<file path="src/rtl/quorum_pkg.sv">
// Shared types and helpers for the quorum event tracker: FSM state encoding,
// vote width and the two-or-three qualification used by the vote detector.
package quorum_pkg;

    localparam int VOTE_W = 4;

    typedef enum logic [1:0] {
        IDLE      = 2'd0,
        ARMING    = 2'd1,
        ACTIVE    = 2'd2,
        RELEASING = 2'd3
    } quorum_state_t;

    // True when exactly two or exactly three votes are set.
    function automatic logic is_quorum(input logic [3:0] v);
        logic [2:0] n;
        n = {2'b00, v[0]} + {2'b00, v[1]} + {2'b00, v[2]} + {2'b00, v[3]};
        return (n == 3'd2) || (n == 3'd3);
    endfunction

endpackage

</file>
<file path="src/rtl/quorum_sync.sv">
// Parameterised-width two-flop synchronizer for asynchronous switch inputs.
// Both stages clear on the synchronous active-low reset.
module quorum_sync #(
    parameter int W = 1
) (
    input  logic         clk,
    input  logic         nrst,
    input  logic [W-1:0] d,
    output logic [W-1:0] q
);

    logic [W-1:0] meta;

    always_ff @(posedge clk) begin
        if (!nrst) begin
            meta <= '0;
            q    <= '0;
        end else begin
            meta <= d;
            q    <= meta;
        end
    end

endmodule

</file>
<file path="src/rtl/quorum_event_tracker.sv">
// Debounces the registered two-or-three vote qualification into a quorum level,
// counts quorum episodes and hands each episode's pattern out over valid/ready.
// Optional macro QUORUM_SYNC_EN adds a 2-flop synchronizer in front of v_q.
module quorum_event_tracker
    import quorum_pkg::*;
#(
    parameter int STABLE = 4,
    parameter int CNT_W  = 8
) (
    input  logic              clk,
    input  logic              nrst,
    input  logic [VOTE_W-1:0] votes_i,
    input  logic              clear_i,
    input  logic              evt_ready_i,
    output logic              quorum_o,
    output logic              evt_valid_o,
    output logic [VOTE_W-1:0] evt_pattern_o,
    output logic [CNT_W-1:0]  evt_count_o,
    output logic              overflow_o,
    output quorum_state_t     dbg_state
);

    // Handshake: an event transfers on a rising edge where evt_valid_o and
    // evt_ready_i are both 1; evt_valid_o never depends combinationally on
    // evt_ready_i, and evt_pattern_o holds while evt_valid_o is 1.

    localparam logic [8:0]       STABLE_9   = 9'(STABLE);
    localparam bit               STABLE_ONE = (STABLE == 1);
    localparam logic [CNT_W-1:0] CNT_MAX    = '1;

    logic [VOTE_W-1:0] votes_s;
    logic [VOTE_W-1:0] v_q;
    logic              raw;

    quorum_state_t state_q, state_d;
    logic [7:0]    run_q, run_d;
    logic [8:0]    run_inc;
    logic          run_done;

    logic ep_start;
    logic accept;
    logic load;
    logic drop;

`ifdef QUORUM_SYNC_EN
    quorum_sync #(
        .W (VOTE_W)
    ) u_sync (
        .clk  (clk),
        .nrst (nrst),
        .d    (votes_i),
        .q    (votes_s)
    );
`else
    assign votes_s = votes_i;
`endif

    assign raw      = is_quorum(v_q);
    assign run_inc  = {1'b0, run_q} + 9'd1;
    assign run_done = (run_inc == STABLE_9);

    always_comb begin
        state_d = state_q;
        run_d   = run_q;
        case (state_q)
            IDLE: begin
                if (raw) begin
                    if (STABLE_ONE) begin
                        state_d = ACTIVE;
                        run_d   = 8'd0;
                    end else begin
                        state_d = ARMING;
                        run_d   = 8'd1;
                    end
                end
            end
            ARMING: begin
                if (!raw) begin
                    state_d = IDLE;
                    run_d   = 8'd0;
                end else if (run_done) begin
                    state_d = ACTIVE;
                    run_d   = 8'd0;
                end else begin
                    run_d = run_inc[7:0];
                end
            end
            ACTIVE: begin
                if (!raw) begin
                    if (STABLE_ONE) begin
                        state_d = IDLE;
                        run_d   = 8'd0;
                    end else begin
                        state_d = RELEASING;
                        run_d   = 8'd1;
                    end
                end
            end
            RELEASING: begin
                // Re-qualifying here resumes the same episode.
                if (raw) begin
                    state_d = ACTIVE;
                    run_d   = 8'd0;
                end else if (run_done) begin
                    state_d = IDLE;
                    run_d   = 8'd0;
                end else begin
                    run_d = run_inc[7:0];
                end
            end
            default: begin
                state_d = IDLE;
                run_d   = 8'd0;
            end
        endcase
    end

    assign ep_start = (state_d == ACTIVE) && ((state_q == IDLE) || (state_q == ARMING));
    assign accept   = evt_valid_o && evt_ready_i;
    assign load     = ep_start && (!evt_valid_o || evt_ready_i);
    assign drop     = ep_start && !load;

    always_ff @(posedge clk) begin
        if (!nrst) begin
            v_q           <= '0;
            state_q       <= IDLE;
            run_q         <= 8'd0;
            evt_valid_o   <= 1'b0;
            evt_pattern_o <= '0;
            evt_count_o   <= '0;
            overflow_o    <= 1'b0;
        end else begin
            v_q     <= votes_s;
            state_q <= state_d;
            run_q   <= run_d;

            if (load) begin
                evt_pattern_o <= v_q;
                evt_valid_o   <= 1'b1;
            end else if (accept) begin
                evt_valid_o <= 1'b0;
            end

            // Clear takes priority but still counts an episode starting this cycle.
            if (clear_i) begin
                evt_count_o <= ep_start ? CNT_W'(1) : '0;
            end else if (ep_start && (evt_count_o != CNT_MAX)) begin
                evt_count_o <= evt_count_o + CNT_W'(1);
            end

            if (clear_i) begin
                overflow_o <= 1'b0;
            end else if (drop) begin
                overflow_o <= 1'b1;
            end
        end
    end

    assign quorum_o  = (state_q == ACTIVE) || (state_q == RELEASING);
    assign dbg_state = state_q;

endmodule

</file>
<file path="config.mk">
export PLATFORM = sky130hd
export DESIGN_NAME = quorum_event_tracker
export DESIGN_NICKNAME = d
export VERILOG_FILES = /design/src/rtl/quorum_pkg.sv /design/src/rtl/quorum_sync.sv /design/src/rtl/quorum_event_tracker.sv
export SDC_FILE = /design/constraint.sdc
export NUM_CORES = 1
export LEC_CHECK = 0
export BUFFER_PORTS_ARGS = -buffer_cell sky130_fd_sc_hd__buf_2
export CAP_MARGIN = 25
export CORE_MARGIN = 1.5
export CORE_UTILIZATION = 58
export DETAILED_ROUTE_END_ITERATION = 6
export PLACE_DENSITY = 0.82
export SETUP_SLACK_MARGIN = 0.5
export SKIP_CTS_REPAIR_TIMING = 1
export SYNTH_ARGS = -nofsm -noshare
export SYNTH_HDL_FRONTEND = slang
export SYNTH_SLANG_ARGS = --single-unit
</file>
<file path="constraint.sdc">
create_clock -name clk -period 5.45 [get_ports clk]
set_clock_uncertainty 0.15 [all_clocks]
set_input_delay 1.09 -clock clk [delete_from_list [all_inputs] [get_ports clk]]
set_output_delay 1.09 -clock clk [all_outputs]
set_load 0.1 [all_outputs]
</file>
==> results_tabular.tex <==
\begin{tabular}{lr}
\hline
Metric & Value \\
\hline
\multicolumn{2}{l}{\textbf{Placed design}} \\
RD Place Congestion & 0.773 \\
Placement Setup Slack & 2260 ps \\
Placed inst area & 1530 sq um \\
Placed wire-length estimate after detailed placement & 2030 um \\
Number of buffer cells added on primary ports & 24 \\
\multicolumn{2}{l}{\textbf{Worst setup path}} \\
Required time of the critical path & 5510 ps \\
Startpoint class of the critical path & flop \\
Arr. time, crit path & 3250 ps \\
Standard cell with the maximum stage delay on the critical path & fa\_1 \\
Cell Chain, Critical Path & inv\_1, fa\_1, inv\_1, ha\_1, ha\_1, nor3b\_1, nand4\_2, nor2b\_1, mux2i\_1, nor2b\_1 \\
CP Class & reg -> reg \\
Largest stage delay, worst path & 530 ps \\
CP bufs+invs & 2 \\
Delay-heaviest family, CP & simple AND/OR/NAND/NOR gates \\
Endpoint class of the critical path & flop \\
Critical Path Fanout Max & 12 \\
\multicolumn{2}{l}{\textbf{Final layout}} \\
Multi-input logic area & 792 sq um \\
Fill cell instance count of the final layout & 201 \\
Combined flip-flop and latch cell area & 561 sq um \\
Net count, final & 184 \\
Fraction of final layout cells with drive strength greater than 1 & 0.213 \\
Syn-to-layout area delta & 10.4\% \\
Diodes inserted & 0 \\
Non-Filler Cell Area, Final & 1550 sq um \\
\multicolumn{2}{l}{\textbf{Power and ir drop}} \\
Worst supply voltage drop on vdd & 0.130 mV \\
Power Density & 206 nW/um\^{}2 \\
Power consumption & 320 uW \\
Leakage power total & 0.000609 uW \\
\multicolumn{2}{l}{\textbf{STA}} \\
Final count of pins violating max slew & 0 \\
Post-route clock period utilization & 0.584 \\
Worst hold margin & 348 ps \\
Remaining max-slew budget at the tightest pin & 0.679 \\
Minimum clock period after layout & 3180 ps \\
Post-route worst setup slack & 2270 ps \\
Accumulated negative setup slack & 0 ps \\
Final hold violation count & 0 \\
RSZ-0062 raised after global routing & no \\
Achievable frequency & 0.314 GHz \\
Slew @ Worst Pin & 481 ps \\
Number of setup violations in the final report & 0 \\
\multicolumn{2}{l}{\textbf{Yosys}} \\
Syn\_nets & 161 \\
Post-synthesis sequential area ratio & 0.399 \\
Register bit count reported by yosys & 28 \\
EDFF count, synth & 0 \\
Synth Area per Inst & 9.50 sq um \\
Proportion of register bits with asynchronous set or reset after synthesis & 0 \\
Most area-hungry cell type in the Yosys netlist & dfxtp\_1 \\
Count of different cell masters after synthesis & 37 \\
Number of warning messages in the yosys log & 0 \\
Top cell type's share of synthesized area & 0.399 \\
Syn Std Cell Area & 1410 sq um \\
Commonest register cell after synthesis & dfxtp\_1 \\
Dominant cells by area after synthesis & dfxtp\_1 (40\%), nor4b\_4 (5.1\%), nor2\_1 (4.3\%) \\
Number of instances in the synthesized netlist & 148 \\
\multicolumn{2}{l}{\textbf{Drt}} \\
Post-detailed-route count of antenna-violating nets & 0 \\
Number of DRC markers after the initial detailed-route iteration & 11 \\
Routed wire length per instance & 13.2 um \\
Number of design rule violations left after detail routing & 0 \\
Final wirelength & 2600 um \\
Via count & 1091 \\
Per-cell via count in the routed design & 5.54 \\
Number of detailed-route iterations in the first pass & 4 \\
\multicolumn{2}{l}{\textbf{GRT}} \\
Grt ovf & 0 \\
Wire length of the first global-routing pass & 4310 um \\
Antenna violations before repair & 0 \\
Maximum number of pins on one net before global-route repair & 24 \\
Met3 global-route usage & 0.0257 \\
Tot GR Track Use & 0.212 \\
Met1 layer usage reported by global route & 0.239 \\
Met2 routing resource usage after global routing & 0.403 \\
Vias in the first global route & 1039 \\
Busiest layer in global routing & met2 \\
\multicolumn{2}{l}{\textbf{Clock network}} \\
Count of clock tree sinks & 28 \\
Skew-Pair Late Insertion Delay & 320 ps \\
CTS Root Cell & clkbuf\_4 \\
H-Tree Level Count & 1 \\
Bufs on Longest Clock Path & 2 \\
Register clock-pin slew on the reported worst setup and hold paths & 150 ps \\
CTS tree & built \\
Clock buffer count from CTS & 3 \\
\multicolumn{2}{l}{\textbf{Die}} \\
Die Outline Area & 2730 sq um \\
Number of core rows & 17 \\
Die height & 52.2 um \\
I/O pin count & 25 \\
Initial cell density of the core & 0.624 \\
Die W & 52.2 um \\
Core footprint & 2250 sq um \\
\multicolumn{2}{l}{\textbf{Worst hold path}} \\
HP Class & reg -> reg \\
\multicolumn{2}{l}{\textbf{Flow run}} \\
Number of maximum-capacitance constraint violations & 0 \\
\multicolumn{2}{l}{\textbf{Outcome}} \\
Run status & finished, final reports clean \\
\hline
\end{tabular}
final timing paths:
kind         cells after the start                to  slack, ps        from
max                             10  evt_pattern_o[1]       2270      v_q[0]
min                              1        overflow_o        350  overflow_o
max reg2reg                     10  evt_pattern_o[1]       2270      v_q[0]
min reg2reg                      1        overflow_o        350  overflow_o
layout by cell type, fill, tap and decap left out, drive strengths merged:
cell | netlist | layout
nor3b | 2 | 2
and3 | 4 | 4
mux2 | 1 | 1
o21ba | 1 | 1
ha | 4 | 4
clkbuf | 4 | 3
a21oi | 3 | 3
nand2 | 9 | 9
fa | 1 | 1
nand3 | 4 | 4
or3b | 1 | 1
xnor2 | 6 | 6
nor2 | 17 | 17
inv | 6 | 6
and2 | 6 | 6
o211a | 1 | 1
nand4 | 2 | 2
a21boi | 6 | 6
nor4 | 2 | 2
nor3 | 2 | 2
o32ai | 2 | 2
mux2i | 5 | 5
o21ai | 6 | 6
buf | 2 | 24
o21bai | 1 | 1
nor4b | 3 | 3
nand3b | 4 | 4
a22oi | 1 | 1
xor2 | 1 | 1
nand2b | 5 | 5
nor2b | 8 | 8
dfxtp | 28 | 28
kinds of logic (layout without fill, tap and decap cells):
logic type,Yosys count,count (layout),share of synthesized area
xor+xnor,7,7,0.0436
fa+ha+maj,5,5,0.0498
buf+inv,12,33,0.0382
flops,28,28,0.399
simple gates,69,69,0.325
mux,6,6,0.0436
compound gates,21,21,0.101
routing by layer:
metal | routed length [um] | vias up
met3 | 54 | 2
li1 | - | 548
met1 | 1090 | 525
met5 | 0 | -
met2 | 1440 | 16
met4 | 17 | 0
cells in the mapped netlist (2+ instances only):
cell type and instances:
nor3b_1 2, nand3_1 4, a21boi_0 6, a21oi_1 3
and2_1 6, clkbuf_1 3, nor4b_4 3, nor2_1 16
inv_1 6, dfxtp_1 28, nor2b_1 8, nand2b_1 5
xnor2_1 6, nor3_1 2, and3_1 4, nand3b_1 4
ha_1 4, mux2i_1 5, o21ai_0 6, o32ai_1 2
nand2_1 9
report_power, final:
group	switching, uW	total (uW)	internal, uW
clock	55.8	81.7	25.8
combinational	17.1	27.5	10.4
sequential	2.81	211	208
total	75.8	320	244
stage by stage:
| stage | util | std cells |
|---|---|---|
| after floorplan | - | 148 |
| after global placement | 0.679 | 194 |
| after detailed placement | 0.679 | 194 |
| after CTS | 0.689 | 197 |
| after global routing | 0.689 | 197 |
| final | 0.689 | 197 |
sequential cells by signal (all words and copies together) (netlist names):
name / flops
evt_valid_o: 1
dbg_state: 2
overflow_o: 1
evt_pattern_o: 4
evt_count_o: 8
v_q: 4
run_q: 8
worst reg2reg max path: cells and delay by family (launching register included):
family	cells	cell delay (ps)
simple gates	4	1210
fa+ha+maj	3	980
flops	1	370
mux	1	270
buf+inv	2	100
area by class of cell:
class                           count  area share
Multi-Input combinational cell    108       0.510
Sequential cell                    28       0.361
Timing Repair Buffer               24      0.0774
Tap cell                           28      0.0226
Clock buffer                        3      0.0145
Inverter                            6      0.0145
Power figures use the tool's default switching activity.
